<file path="config.mk">
export PLATFORM = sky130hd
export DESIGN_NAME = mem_port_arbiter_flat
export DESIGN_NICKNAME = d
export VERILOG_FILES = /design/src/rtl/mem_arb_pkg.sv /design/src/rtl/mem_port_arbiter_if.sv /design/src/rtl/arb_pick.sv /design/src/rtl/mem_port_arbiter.sv /design/src/flat_wrapper.sv
export SDC_FILE = /design/constraint.sdc
export NUM_CORES = 1
export LEC_CHECK = 0
export ABC_AREA = 1
export CAP_MARGIN = 20
export CORE_MARGIN = 1
export CORE_UTILIZATION = 30
export DETAILED_ROUTE_END_ITERATION = 8
export PLACE_DENSITY = 0.7
export SETUP_SLACK_MARGIN = 0.02
export SYNTH_ARGS = -nofsm -noshare
export SYNTH_HDL_FRONTEND = slang
export SYNTH_SLANG_ARGS = --single-unit
</file>
<file path="constraint.sdc">
create_clock -name clk -period 5.7 [get_ports clk]
set_clock_uncertainty 0.2 [all_clocks]
set_input_delay 1.425 -clock clk [delete_from_list [all_inputs] [get_ports clk]]
set_output_delay 1.425 -clock clk [all_outputs]
set_load 0.01 [all_outputs]
</file>
<file path="src/rtl/mem_arb_pkg.sv">
// Shared types and constants for the BRAM port arbiter.
package mem_arb_pkg;

    typedef enum logic [1:0] {
        IDLE  = 2'd0,
        ISSUE = 2'd1,
        WAIT  = 2'd2,
        RESP  = 2'd3
    } state_t;

    localparam logic [1:0] GNT_NONE = 2'd0;
    localparam logic [1:0] GNT_LD   = 2'd1;
    localparam logic [1:0] GNT_DM   = 2'd2;
    localparam logic [1:0] GNT_IM   = 2'd3;

    // rr_ptr encoding: which of DM/IM wins the next contention
    localparam logic RR_DM = 1'b0;
    localparam logic RR_IM = 1'b1;

endpackage

</file>
<file path="src/rtl/mem_port_arbiter_if.sv">
// Requester handshakes, BRAM port and status of the arbiter, bundled as one interface.
interface mem_port_arbiter_if #(
    parameter int ADDR_W = 10,
    parameter int DATA_W = 32
);
    logic              ld_req, dm_req, im_req;
    logic              ld_we, dm_we;
    logic [ADDR_W-1:0] ld_addr, dm_addr, im_addr;
    logic [DATA_W-1:0] ld_wdata, dm_wdata;
    logic              ld_ack, dm_ack, im_ack;
    logic [DATA_W-1:0] rdata;
    logic              ram_en, ram_we;
    logic [ADDR_W-1:0] ram_addr;
    logic [DATA_W-1:0] ram_din;
    logic [DATA_W-1:0] ram_dout;
    logic              busy;
    logic [1:0]        gnt_id;

    modport slave (
        input  ld_req, dm_req, im_req, ld_we, dm_we,
        input  ld_addr, dm_addr, im_addr, ld_wdata, dm_wdata, ram_dout,
        output ld_ack, dm_ack, im_ack, rdata,
        output ram_en, ram_we, ram_addr, ram_din, busy, gnt_id
    );

    modport master (
        output ld_req, dm_req, im_req, ld_we, dm_we,
        output ld_addr, dm_addr, im_addr, ld_wdata, dm_wdata, ram_dout,
        input  ld_ack, dm_ack, im_ack, rdata,
        input  ram_en, ram_we, ram_addr, ram_din, busy, gnt_id
    );
endinterface

</file>
<file path="src/rtl/arb_pick.sv">
// Combinational winner selection: loader first, then DM/IM by round-robin pointer.
module arb_pick
    import mem_arb_pkg::*;
(
    input  logic       ld_req,
    input  logic       dm_req,
    input  logic       im_req,
    input  logic       rr_ptr,
    output logic [1:0] winner
);
    always_comb begin
        winner = GNT_NONE;
        if (ld_req) begin
            winner = GNT_LD;
        end else if (dm_req && im_req) begin
            winner = (rr_ptr == RR_IM) ? GNT_IM : GNT_DM;
        end else if (dm_req) begin
            winner = GNT_DM;
        end else if (im_req) begin
            winner = GNT_IM;
        end
    end
endmodule

</file>
<file path="src/rtl/mem_port_arbiter.sv">
// Shares one single-port BRAM between loader (LD), data (DM) and fetch (IM) requesters,
// hiding the BRAM read latency behind a per-requester req/ack handshake.
module mem_port_arbiter
    import mem_arb_pkg::*;
#(
    parameter int ADDR_W = 10,
    parameter int DATA_W = 32,
    parameter int RD_LAT = 1
) (
    input  logic clk,
    input  logic rst,
    mem_port_arbiter_if.slave bus
);
    state_t            state_q, state_d;
    logic              rr_q, rr_d;
    logic              we_q, we_d;
    logic [1:0]        gnt_q, gnt_d;
    logic [1:0]        cnt_q, cnt_d;
    logic              ram_en_q, ram_en_d;
    logic              ram_we_q, ram_we_d;
    logic [ADDR_W-1:0] ram_addr_q, ram_addr_d;
    logic [DATA_W-1:0] ram_din_q, ram_din_d;
    logic [DATA_W-1:0] rdata_q, rdata_d;
    logic              ld_ack_q, ld_ack_d;
    logic              dm_ack_q, dm_ack_d;
    logic              im_ack_q, im_ack_d;
    logic              busy_q, busy_d;
    logic [1:0]        winner;
    logic              ack_now;

    arb_pick u_pick (
        .ld_req (bus.ld_req),
        .dm_req (bus.dm_req),
        .im_req (bus.im_req),
        .rr_ptr (rr_q),
        .winner (winner)
    );

    always_comb begin
        state_d    = state_q;
        rr_d       = rr_q;
        we_d       = we_q;
        gnt_d      = gnt_q;
        cnt_d      = cnt_q;
        ram_en_d   = 1'b0;
        ram_we_d   = 1'b0;
        ram_addr_d = ram_addr_q;
        ram_din_d  = ram_din_q;
        rdata_d    = rdata_q;

        case (state_q)
            IDLE: begin
                if (winner != GNT_NONE) begin
                    state_d  = ISSUE;
                    gnt_d    = winner;
                    ram_en_d = 1'b1;
                    case (winner)
                        GNT_LD: begin
                            we_d       = bus.ld_we;
                            ram_addr_d = bus.ld_addr;
                            ram_din_d  = bus.ld_wdata;
                        end
                        GNT_DM: begin
                            we_d       = bus.dm_we;
                            ram_addr_d = bus.dm_addr;
                            ram_din_d  = bus.dm_wdata;
                            rr_d       = RR_IM;
                        end
                        default: begin
                            we_d       = 1'b0;
                            ram_addr_d = bus.im_addr;
                            ram_din_d  = '0;
                            rr_d       = RR_DM;
                        end
                    endcase
                    ram_we_d = we_d;
                end
            end
            ISSUE: begin
                if (we_q) begin
                    state_d = RESP;
                end else begin
                    state_d = WAIT;
                    cnt_d   = 2'(RD_LAT - 1);
                end
            end
            WAIT: begin
                // terminal count marks the cycle in which ram_dout carries the word
                if (cnt_q == 2'd0) begin
                    rdata_d = bus.ram_dout;
                    state_d = RESP;
                end else begin
                    cnt_d = cnt_q - 2'd1;
                end
            end
            RESP: begin
                state_d = IDLE;
                gnt_d   = GNT_NONE;
            end
            default: begin
                state_d = IDLE;
                gnt_d   = GNT_NONE;
            end
        endcase

        // RESP is only ever entered for one cycle, so this yields a single-cycle pulse
        ack_now  = (state_d == RESP);
        ld_ack_d = ack_now && (gnt_q == GNT_LD);
        dm_ack_d = ack_now && (gnt_q == GNT_DM);
        im_ack_d = ack_now && (gnt_q == GNT_IM);
        busy_d   = (state_d != IDLE);
    end

    always_ff @(posedge clk or posedge rst) begin
        if (rst) begin
            state_q    <= IDLE;
            rr_q       <= RR_DM;
            we_q       <= 1'b0;
            gnt_q      <= GNT_NONE;
            cnt_q      <= 2'd0;
            ram_en_q   <= 1'b0;
            ram_we_q   <= 1'b0;
            ram_addr_q <= '0;
            ram_din_q  <= '0;
            rdata_q    <= '0;
            ld_ack_q   <= 1'b0;
            dm_ack_q   <= 1'b0;
            im_ack_q   <= 1'b0;
            busy_q     <= 1'b0;
        end else begin
            state_q    <= state_d;
            rr_q       <= rr_d;
            we_q       <= we_d;
            gnt_q      <= gnt_d;
            cnt_q      <= cnt_d;
            ram_en_q   <= ram_en_d;
            ram_we_q   <= ram_we_d;
            ram_addr_q <= ram_addr_d;
            ram_din_q  <= ram_din_d;
            rdata_q    <= rdata_d;
            ld_ack_q   <= ld_ack_d;
            dm_ack_q   <= dm_ack_d;
            im_ack_q   <= im_ack_d;
            busy_q     <= busy_d;
        end
    end

    assign bus.ram_en   = ram_en_q;
    assign bus.ram_we   = ram_we_q;
    assign bus.ram_addr = ram_addr_q;
    assign bus.ram_din  = ram_din_q;
    assign bus.rdata    = rdata_q;
    assign bus.ld_ack   = ld_ack_q;
    assign bus.dm_ack   = dm_ack_q;
    assign bus.im_ack   = im_ack_q;
    assign bus.busy     = busy_q;
    assign bus.gnt_id   = gnt_q;
endmodule

</file>
<file path="src/flat_wrapper.sv">
// flat-port wrapper written by rule: the top's interface ports become plain ports
module mem_port_arbiter_flat import mem_arb_pkg::*;
#(
    parameter int ADDR_W = 10,
    parameter int DATA_W = 32,
    parameter int RD_LAT = 1
)
  (clk, rst, bus_ld_req, bus_dm_req, bus_im_req, bus_ld_we, bus_dm_we, bus_ld_addr, bus_dm_addr, bus_im_addr, bus_ld_wdata, bus_dm_wdata, bus_ram_dout, bus_ld_ack, bus_dm_ack, bus_im_ack, bus_rdata, bus_ram_en, bus_ram_we, bus_ram_addr, bus_ram_din, bus_busy, bus_gnt_id);
  mem_port_arbiter_if #(.ADDR_W(ADDR_W), .DATA_W(DATA_W)) bus_i ();
  input  logic clk;
  input  logic rst;
  input wire logic [$bits(bus_i.ld_req)-1:0] bus_ld_req;
  input wire logic [$bits(bus_i.dm_req)-1:0] bus_dm_req;
  input wire logic [$bits(bus_i.im_req)-1:0] bus_im_req;
  input wire logic [$bits(bus_i.ld_we)-1:0] bus_ld_we;
  input wire logic [$bits(bus_i.dm_we)-1:0] bus_dm_we;
  input wire logic [$bits(bus_i.ld_addr)-1:0] bus_ld_addr;
  input wire logic [$bits(bus_i.dm_addr)-1:0] bus_dm_addr;
  input wire logic [$bits(bus_i.im_addr)-1:0] bus_im_addr;
  input wire logic [$bits(bus_i.ld_wdata)-1:0] bus_ld_wdata;
  input wire logic [$bits(bus_i.dm_wdata)-1:0] bus_dm_wdata;
  input wire logic [$bits(bus_i.ram_dout)-1:0] bus_ram_dout;
  output wire logic [$bits(bus_i.ld_ack)-1:0] bus_ld_ack;
  output wire logic [$bits(bus_i.dm_ack)-1:0] bus_dm_ack;
  output wire logic [$bits(bus_i.im_ack)-1:0] bus_im_ack;
  output wire logic [$bits(bus_i.rdata)-1:0] bus_rdata;
  output wire logic [$bits(bus_i.ram_en)-1:0] bus_ram_en;
  output wire logic [$bits(bus_i.ram_we)-1:0] bus_ram_we;
  output wire logic [$bits(bus_i.ram_addr)-1:0] bus_ram_addr;
  output wire logic [$bits(bus_i.ram_din)-1:0] bus_ram_din;
  output wire logic [$bits(bus_i.busy)-1:0] bus_busy;
  output wire logic [$bits(bus_i.gnt_id)-1:0] bus_gnt_id;
  assign bus_i.ld_req = bus_ld_req;
  assign bus_i.dm_req = bus_dm_req;
  assign bus_i.im_req = bus_im_req;
  assign bus_i.ld_we = bus_ld_we;
  assign bus_i.dm_we = bus_dm_we;
  assign bus_i.ld_addr = bus_ld_addr;
  assign bus_i.dm_addr = bus_dm_addr;
  assign bus_i.im_addr = bus_im_addr;
  assign bus_i.ld_wdata = bus_ld_wdata;
  assign bus_i.dm_wdata = bus_dm_wdata;
  assign bus_i.ram_dout = bus_ram_dout;
  assign bus_ld_ack = bus_i.ld_ack;
  assign bus_dm_ack = bus_i.dm_ack;
  assign bus_im_ack = bus_i.im_ack;
  assign bus_rdata = bus_i.rdata;
  assign bus_ram_en = bus_i.ram_en;
  assign bus_ram_we = bus_i.ram_we;
  assign bus_ram_addr = bus_i.ram_addr;
  assign bus_ram_din = bus_i.ram_din;
  assign bus_busy = bus_i.busy;
  assign bus_gnt_id = bus_i.gnt_id;
  mem_port_arbiter #(.ADDR_W(ADDR_W), .DATA_W(DATA_W), .RD_LAT(RD_LAT)) u_core (.clk(clk), .rst(rst), .bus(bus_i));
endmodule
</file>
==> impl_metrics.env, run 1 <==
export IMPL_design_area_um2=6740
export IMPL_netlist_cell_type_count=22
export IMPL_placed_area_um2=6440
export IMPL_drv_cap=0
export IMPL_io_pins=215
export IMPL_yosysTopAreaCell="dfrtp_1"
export IMPL_syn_to_final_growth_pct=60.4
export IMPL_numClockSinks=88
export IMPL_grt_max_degree=61
export IMPL_worst_pin_slew_ns=0.901
export IMPL_antenna_cells=0
export IMPL_antenna_found_initial=0
export IMPL_die_height_um=120
export IMPL_drc=0
export IMPL_cts_tree="yes"
export IMPL_holdBufCountCts=0
export IMPL_stdcell_count=844
export IMPL_syn_area_per_cell_um2=9.11
export IMPL_synth_cells=461
export IMPL_post_route_util_pct=50.1
export IMPL_rr_worst_depth=7
export IMPL_max_freq_mhz=285
export IMPL_dpl_hpwl_um=8100
export IMPL_start_util_pct=31.2
export IMPL_cts_buffer_depth=2
export IMPL_max_slew_margin_pct=40.0
export IMPL_antenna_left=0
export IMPL_hold_ws_ns=0.277
export IMPL_synthTopCellsByArea="dfrtp_1, nand2_1, mux2_4"
export IMPL_slew_viol_final=0
export IMPL_dpl_cell_count=827
export IMPL_synth_warning_count=0
export IMPL_h_tree_depth=3
export IMPL_setup_viol_count_final=0
export IMPL_critPathMaxFanout=53
export IMPL_routedWlPerCell_um=13.3
export IMPL_gp_congestion=0.756
export IMPL_grt_usage_pct=15.5
export IMPL_synth_ff_latch_count=88
export IMPL_path_class="input pin to flop"
export IMPL_ir_drop_v=0.000203
export IMPL_finalHoldViolCount=0
export IMPL_synth_top_area_share_pct=52.4
export IMPL_wirelength_um=11200
export IMPL_rsz0062_at_grt="no"
export IMPL_io_buffers=214
export IMPL_drive_above_1_share_pct=8.23
export IMPL_rows=42
export IMPL_cp_arrival_ns=3.51
export IMPL_critical_path_startpoint_type="input pin"
export IMPL_hold_class="flop to flop"
export IMPL_synth_seq_area_share_pct=52.4
export IMPL_clk_latency_ns=0.33
export IMPL_synth_nets=602
export IMPL_synth_edf_count=0
export IMPL_die_area_um2=14500
export IMPL_power_density_nw_per_um2=484
export IMPL_path_clk_slew_ns=0.06
export IMPL_fin_nets=804
export IMPL_required_ns=5.70
export IMPL_p_total_mw=3.26
export IMPL_synthFlopType="dfrtp_1"
export IMPL_grt_ovfl_total=0
export IMPL_grt_pass1_vias=3711
export IMPL_period_needed_ns=3.51
export IMPL_finalCritPeriodShare_pct=61.6
export IMPL_routed_via_density=4.54
export IMPL_critPathCaptureType="flop"
export IMPL_cts_resized=0
export IMPL_syn_area_um2=4200
export IMPL_initialDrtViolationCount=133
export IMPL_clock_root_buffer="clkbuf_16"
export IMPL_outcome="finished clean"
export IMPL_coreArea_um2=13500
export IMPL_power_leakage_nw=3.23
export IMPL_vias=3833
export IMPL_first_pass_iters=4
export IMPL_setup_tns_ns=0
export IMPL_post_route_worst_setup_slack_ns=2.19
export IMPL_pre_cts_slack_ns=1.79
export IMPL_die_w_um=120
export IMPL_synth_async_sr_flop_share_pct=100
export IMPL_holdPathStages=2
export IMPL_post_cts_buffers=0
export IMPL_grt_pass1_wl_um=17900
export IMPL_numCtsBuffers=9
-- worst max-delay path, cell delays in order --
cell and delay [ns]:
clkdlybuf4s50_1 0.48, nand2_1 0.05, a21oi_1 0.30, ha_2 0.84, nand3_1 0.18, o211ai_1 0.14
nand2_1 0.09
-- placed cells by master, fill, tap and decap left out --
master	count
nand2_1	216
clkdlybuf4s50_1	214
dfrtp_1	88
nand3_1	44
mux2_4	28
inv_1	13
o211ai_1	10
clkbuf_16	9
ha_1	7
o21ai_0	5
nor2_1	5
clkinv_2	4
mux2_2	4
buf_4	4
clkbuf_1	3
a21oi_1	2
o22ai_1	2
nand2_4	1
nand2_2	1
inv_2	1
nand4_1	1
o21bai_1	1
or2_1	1
or2_0	1
ha_2	1
bufinv_16	1
buf_12	1
-- power by group --
part / leakage (nW) / switching [mW] / internal [mW] / total (mW)
sequential: 1.11 / 0.169 / 0.928 / 1.10
clock: 0.140 / 0.225 / 0.338 / 0.562
combinational: 1.98 / 0.689 / 0.911 / 1.60
total: 3.23 / 1.08 / 2.18 / 3.26
-- path summary, 6_finish.rpt --
path	start	to	slack, ns
min reg2reg	u_core.bus.ram_din[30]	u_core.bus.ram_din[30]	0.28
max reg2reg	u_core.rr_q	u_core.bus.ram_addr[7]	3.33
min in group asynchronous	rst	u_core.bus.rdata[24]	1.21
min	u_core.bus.ram_din[30]	u_core.bus.ram_din[30]	0.28
max	bus_dm_req	u_core.bus.ram_addr[7]	2.19
max in group asynchronous	rst	u_core.bus.gnt_id[0]	3.12
-- per-layer routing --
layer  wire length [um]  vias up  GRT usage, %  part of all wire [%]
li1                   -     1875             -                     -
met1               4620     1792          18.1                    41
met2               5520      155          27.4                    49
met3                959       11          4.39                   8.5
met4                121        0          5.02                   1.1
met5                  0        -             0                     0
-- registers in the layout, summed over array words and instances, names as in the netlist, 2 cells and up --
name and flops:
u_core.bus.ram_addr 10, u_core.state_q 2, u_core.cnt_q 2, u_core.bus.ram_din 32, u_core.bus.rdata 32, u_core.bus.gnt_id 2
-- synth_stat cells, types with 3 or more instances --
cell	count
nand2_1	216
dfrtp_1	88
nand3_1	44
mux2_4	28
buf_2	21
inv_1	14
o211ai_1	10
ha_1	8
nor2_1	5
o21ai_0	5
buf_6	4
mux2_2	4
clkbuf_1	3
-- area by class of cell --
| cell class | instances | area, um^2 |
|---|---|---|
| inverters | 15 | 57.6 |
| repair buffers | 219 | 2190 |
| clock inverters | 4 | 45.0 |
| well taps | 176 | 220 |
| flip-flops and latches | 88 | 2200 |
| multi-input cells | 330 | 1780 |
| fillers | 1273 | 6720 |
| clock buffers | 12 | 236 |
-- kinds of logic after synthesis --
family | Yosys count | synth area share, %
AND/OR/NAND/NOR | 270 | 25.8
flip-flops | 88 | 52.4
buffers and inverters | 43 | 5.18
multiplexers | 32 | 11.1
AO/OA/AOI/OAI | 20 | 3.10
adder cells (fa/ha/maj) | 8 | 2.38
(Power assumes the default switching activity.)
==> inputs of run 2 (changes only) <==
--- a/config.mk
+++ b/config.mk
@@ -10,7 +10,7 @@
 export CORE_MARGIN = 1
 export CORE_UTILIZATION = 30
 export DETAILED_ROUTE_END_ITERATION = 8
-export PLACE_DENSITY = 0.7
+export PLACE_DENSITY = 0.73
 export SETUP_SLACK_MARGIN = 0.02
 export SYNTH_ARGS = -nofsm -noshare
 export SYNTH_HDL_FRONTEND = slang
==> constraint.sdc (replaced) <==
create_clock -name clk -period 2.9 [get_ports clk]
set_clock_uncertainty 0.2 [all_clocks]
set_input_delay 0.725 -clock clk [delete_from_list [all_inputs] [get_ports clk]]
set_output_delay 0.725 -clock clk [all_outputs]
set_load 0.01 [all_outputs]
==> run 2 against run 1 <==
Effect of this change:
- via count fell by 0.37%
- wire length is 1.6% higher
- setup slack worse by 1.7 ns
- first-iteration DRC count increased by 9.0%
- global-route usage grew 0.20 points
- critical path type unchanged
==> impl_metrics.env, run 2 (synthesis gave the netlist of run 1 again) <==
export IMPL_outcome="finished clean"
export IMPL_nFillCells=1216
export IMPL_grt_pass1_wl_um=18000
export IMPL_die_w_um=120
export IMPL_required_ns=2.92
export IMPL_path_clk_slew_ns=0.06
export IMPL_slew_viol_final=0
export IMPL_power_switching_mw=2.20
export IMPL_hp_start="u_core.bus.ram_din[0]"
export IMPL_ir_drop_v=0.000347
export IMPL_cts_resized=0
export IMPL_period_needed_ns=2.41
export IMPL_worst_pin_slew_ns=0.612
export IMPL_reg2reg_to="u_core.bus.busy"
export IMPL_post_route_util_pct=51.1
export IMPL_die_height_um=120
export IMPL_numCtsBuffers=9
export IMPL_layout_cells_most_common="nand2_1"
export IMPL_max_slew_margin_pct=59.2
export IMPL_drc=0
export IMPL_power_density_nw_per_um2=968
export IMPL_cts_buffer_depth=2
export IMPL_routedWlPerCell_um=13.5
export IMPL_holdBufCountCts=0
export IMPL_seqCellArea_um2=2200
export IMPL_drive_above_1_share_pct=8.94
export IMPL_post_cts_buffers=0
export IMPL_rr_worst_depth=7
export IMPL_antenna_cells=0
export IMPL_dpl_hpwl_um=8310
export IMPL_initialDrtViolationCount=145
export IMPL_vias=3819
export IMPL_grt_busiest_layer="met2"
export IMPL_cts_tree="yes"
export IMPL_cp_num_buf_inv=3
export IMPL_wirelength_um=11400
export IMPL_grt_usage_pct=15.7
export IMPL_grtUsageMet1_pct=18.7
export IMPL_grtUsageMet2_pct=27.3
export IMPL_hold_class="flop to flop"
export IMPL_pwr_share_comb_pct=48.7
export IMPL_critPathMaxFanout=44
export IMPL_grt_max_degree=89
export IMPL_met3_usage_pct=3.63
export IMPL_fin_nets=807
export IMPL_antenna_left=0
export IMPL_drv_cap=0
export IMPL_path_cells="clkdlybuf4s50_1 -> nand2_1 -> a21oi_1 -> inv_1 -> ha_1 -> buf_12 -> or2_0 -> nor2_1 -> a21oi_1"
export IMPL_critical_path_startpoint_type="input pin"
export IMPL_timing_rr_start="u_core.state_q[0]"
export IMPL_setup_viol_count_final=0
export IMPL_holdPathStages=2
export IMPL_setup_tns_ns=0
export IMPL_finalHoldViolCount=0
export IMPL_antenna_found_initial=0
export IMPL_start_util_pct=31.2
export IMPL_coreArea_um2=13500
export IMPL_first_pass_iters=5
export IMPL_clock_root_buffer="clkbuf_16"
export IMPL_numClockSinks=88
export IMPL_cp_slowest_cell="clkdlybuf4s50_1"
export IMPL_min_to="u_core.bus.ram_din[0]"
export IMPL_power_leakage_nw=3.27
export IMPL_finalCritPeriodShare_pct=83.1
export IMPL_clock_power_share_pct=18.9
export IMPL_gp_congestion=0.810
export IMPL_critPathTopFamily="buffers and inverters"
export IMPL_routed_via_density=4.51
export IMPL_max_freq_mhz=415
export IMPL_power_frac_seq_pct=32.4
export IMPL_multiInputGateArea_um2=1780
export IMPL_p_int_mw=4.44
export IMPL_cp_slowest_stage_delay_ns=0.48
export IMPL_cp_arrival_ns=2.43
export IMPL_grt_pass1_vias=3774
export IMPL_rrSetupSlack_ns=0.85
export IMPL_io_pins=215
export IMPL_netSwitchingFraction_pct=33.2
export IMPL_grt_ovfl_total=0
export IMPL_rsz0062_at_grt="no"
export IMPL_die_area_um2=14500
export IMPL_critPathCaptureType="flop"
export IMPL_io_buffers=214
export IMPL_path_class="input pin to flop"
export IMPL_mostFrequentLayoutCells="nand2_1, clkdlybuf4s50_1, dfrtp_1"
export IMPL_h_tree_depth=3
export IMPL_clk_latency_ns=0.33
export IMPL_syn_to_final_growth_pct=63.5
export IMPL_rows=42
export IMPL_cpMostUsedCell="a21oi_1"
==> run 2: metrics by stage <==
stage / std cells / worst slack (ns) / hold slack [ns] / instance area (um^2) / total power, mW
after floorplan: 461 / 0.780 / 0.253 / 4210 / 3.80
after global routing: 847 / 0.379 / 0.307 / 6870 / 7.07
after detailed placement: 831 / 0.130 / 0.265 / 6540 / 5.43
final: 847 / 0.489 / 0.278 / 6870 / 6.65
after CTS: 847 / 0.488 / 0.283 / 6870 / 6.73
after global placement: 831 / 0.157 / 0.262 / 6540 / 5.36
==> run 2: area by class of cell <==
type	instances	share of cell area, %
Clock inverter	7	1.48
Clock buffer	9	3.28
Tap cell	176	3.21
Inverter	15	0.874
Multi-Input combinational cell	330	25.9
Sequential cell	88	32.1
Timing Repair Buffer	222	33.2
==> run 2: metal layers <==
layer,routed length (um),share of wire (%)
met1,4750,42
met2,5620,49
met3,851,7.5
met4,181,1.6
met5,0,0
==> run 2: power groups by stage <==
stage	registers, mW	logic (mW)	clock network, mW
finish	2.15	3.24	1.26
global route	2.23	3.50	1.35
CTS	2.16	3.28	1.30
detailed placement	2.16	3.27	0
global placement	2.14	3.21	0
floorplan	2.39	1.40	0
==> run 2: worst max path at each step <==
stage / start / endpoint / cells past startpoint
floorplan: bus_dm_req / u_core.bus.ram_addr[0] / 10
global placement: bus_dm_req / u_core.rr_q / 9
detailed placement: bus_dm_req / u_core.rr_q / 9
CTS: bus_dm_req / u_core.rr_q / 9
global route: bus_dm_req / u_core.bus.ram_din[17] / 10
finish: bus_dm_req / u_core.rr_q / 9
==> run 2: worst min-delay path: stages, from the launching register on <==
cell	delay, ns
dfrtp_1	0.34
nand2_1	0.05
nand2_1	0.05
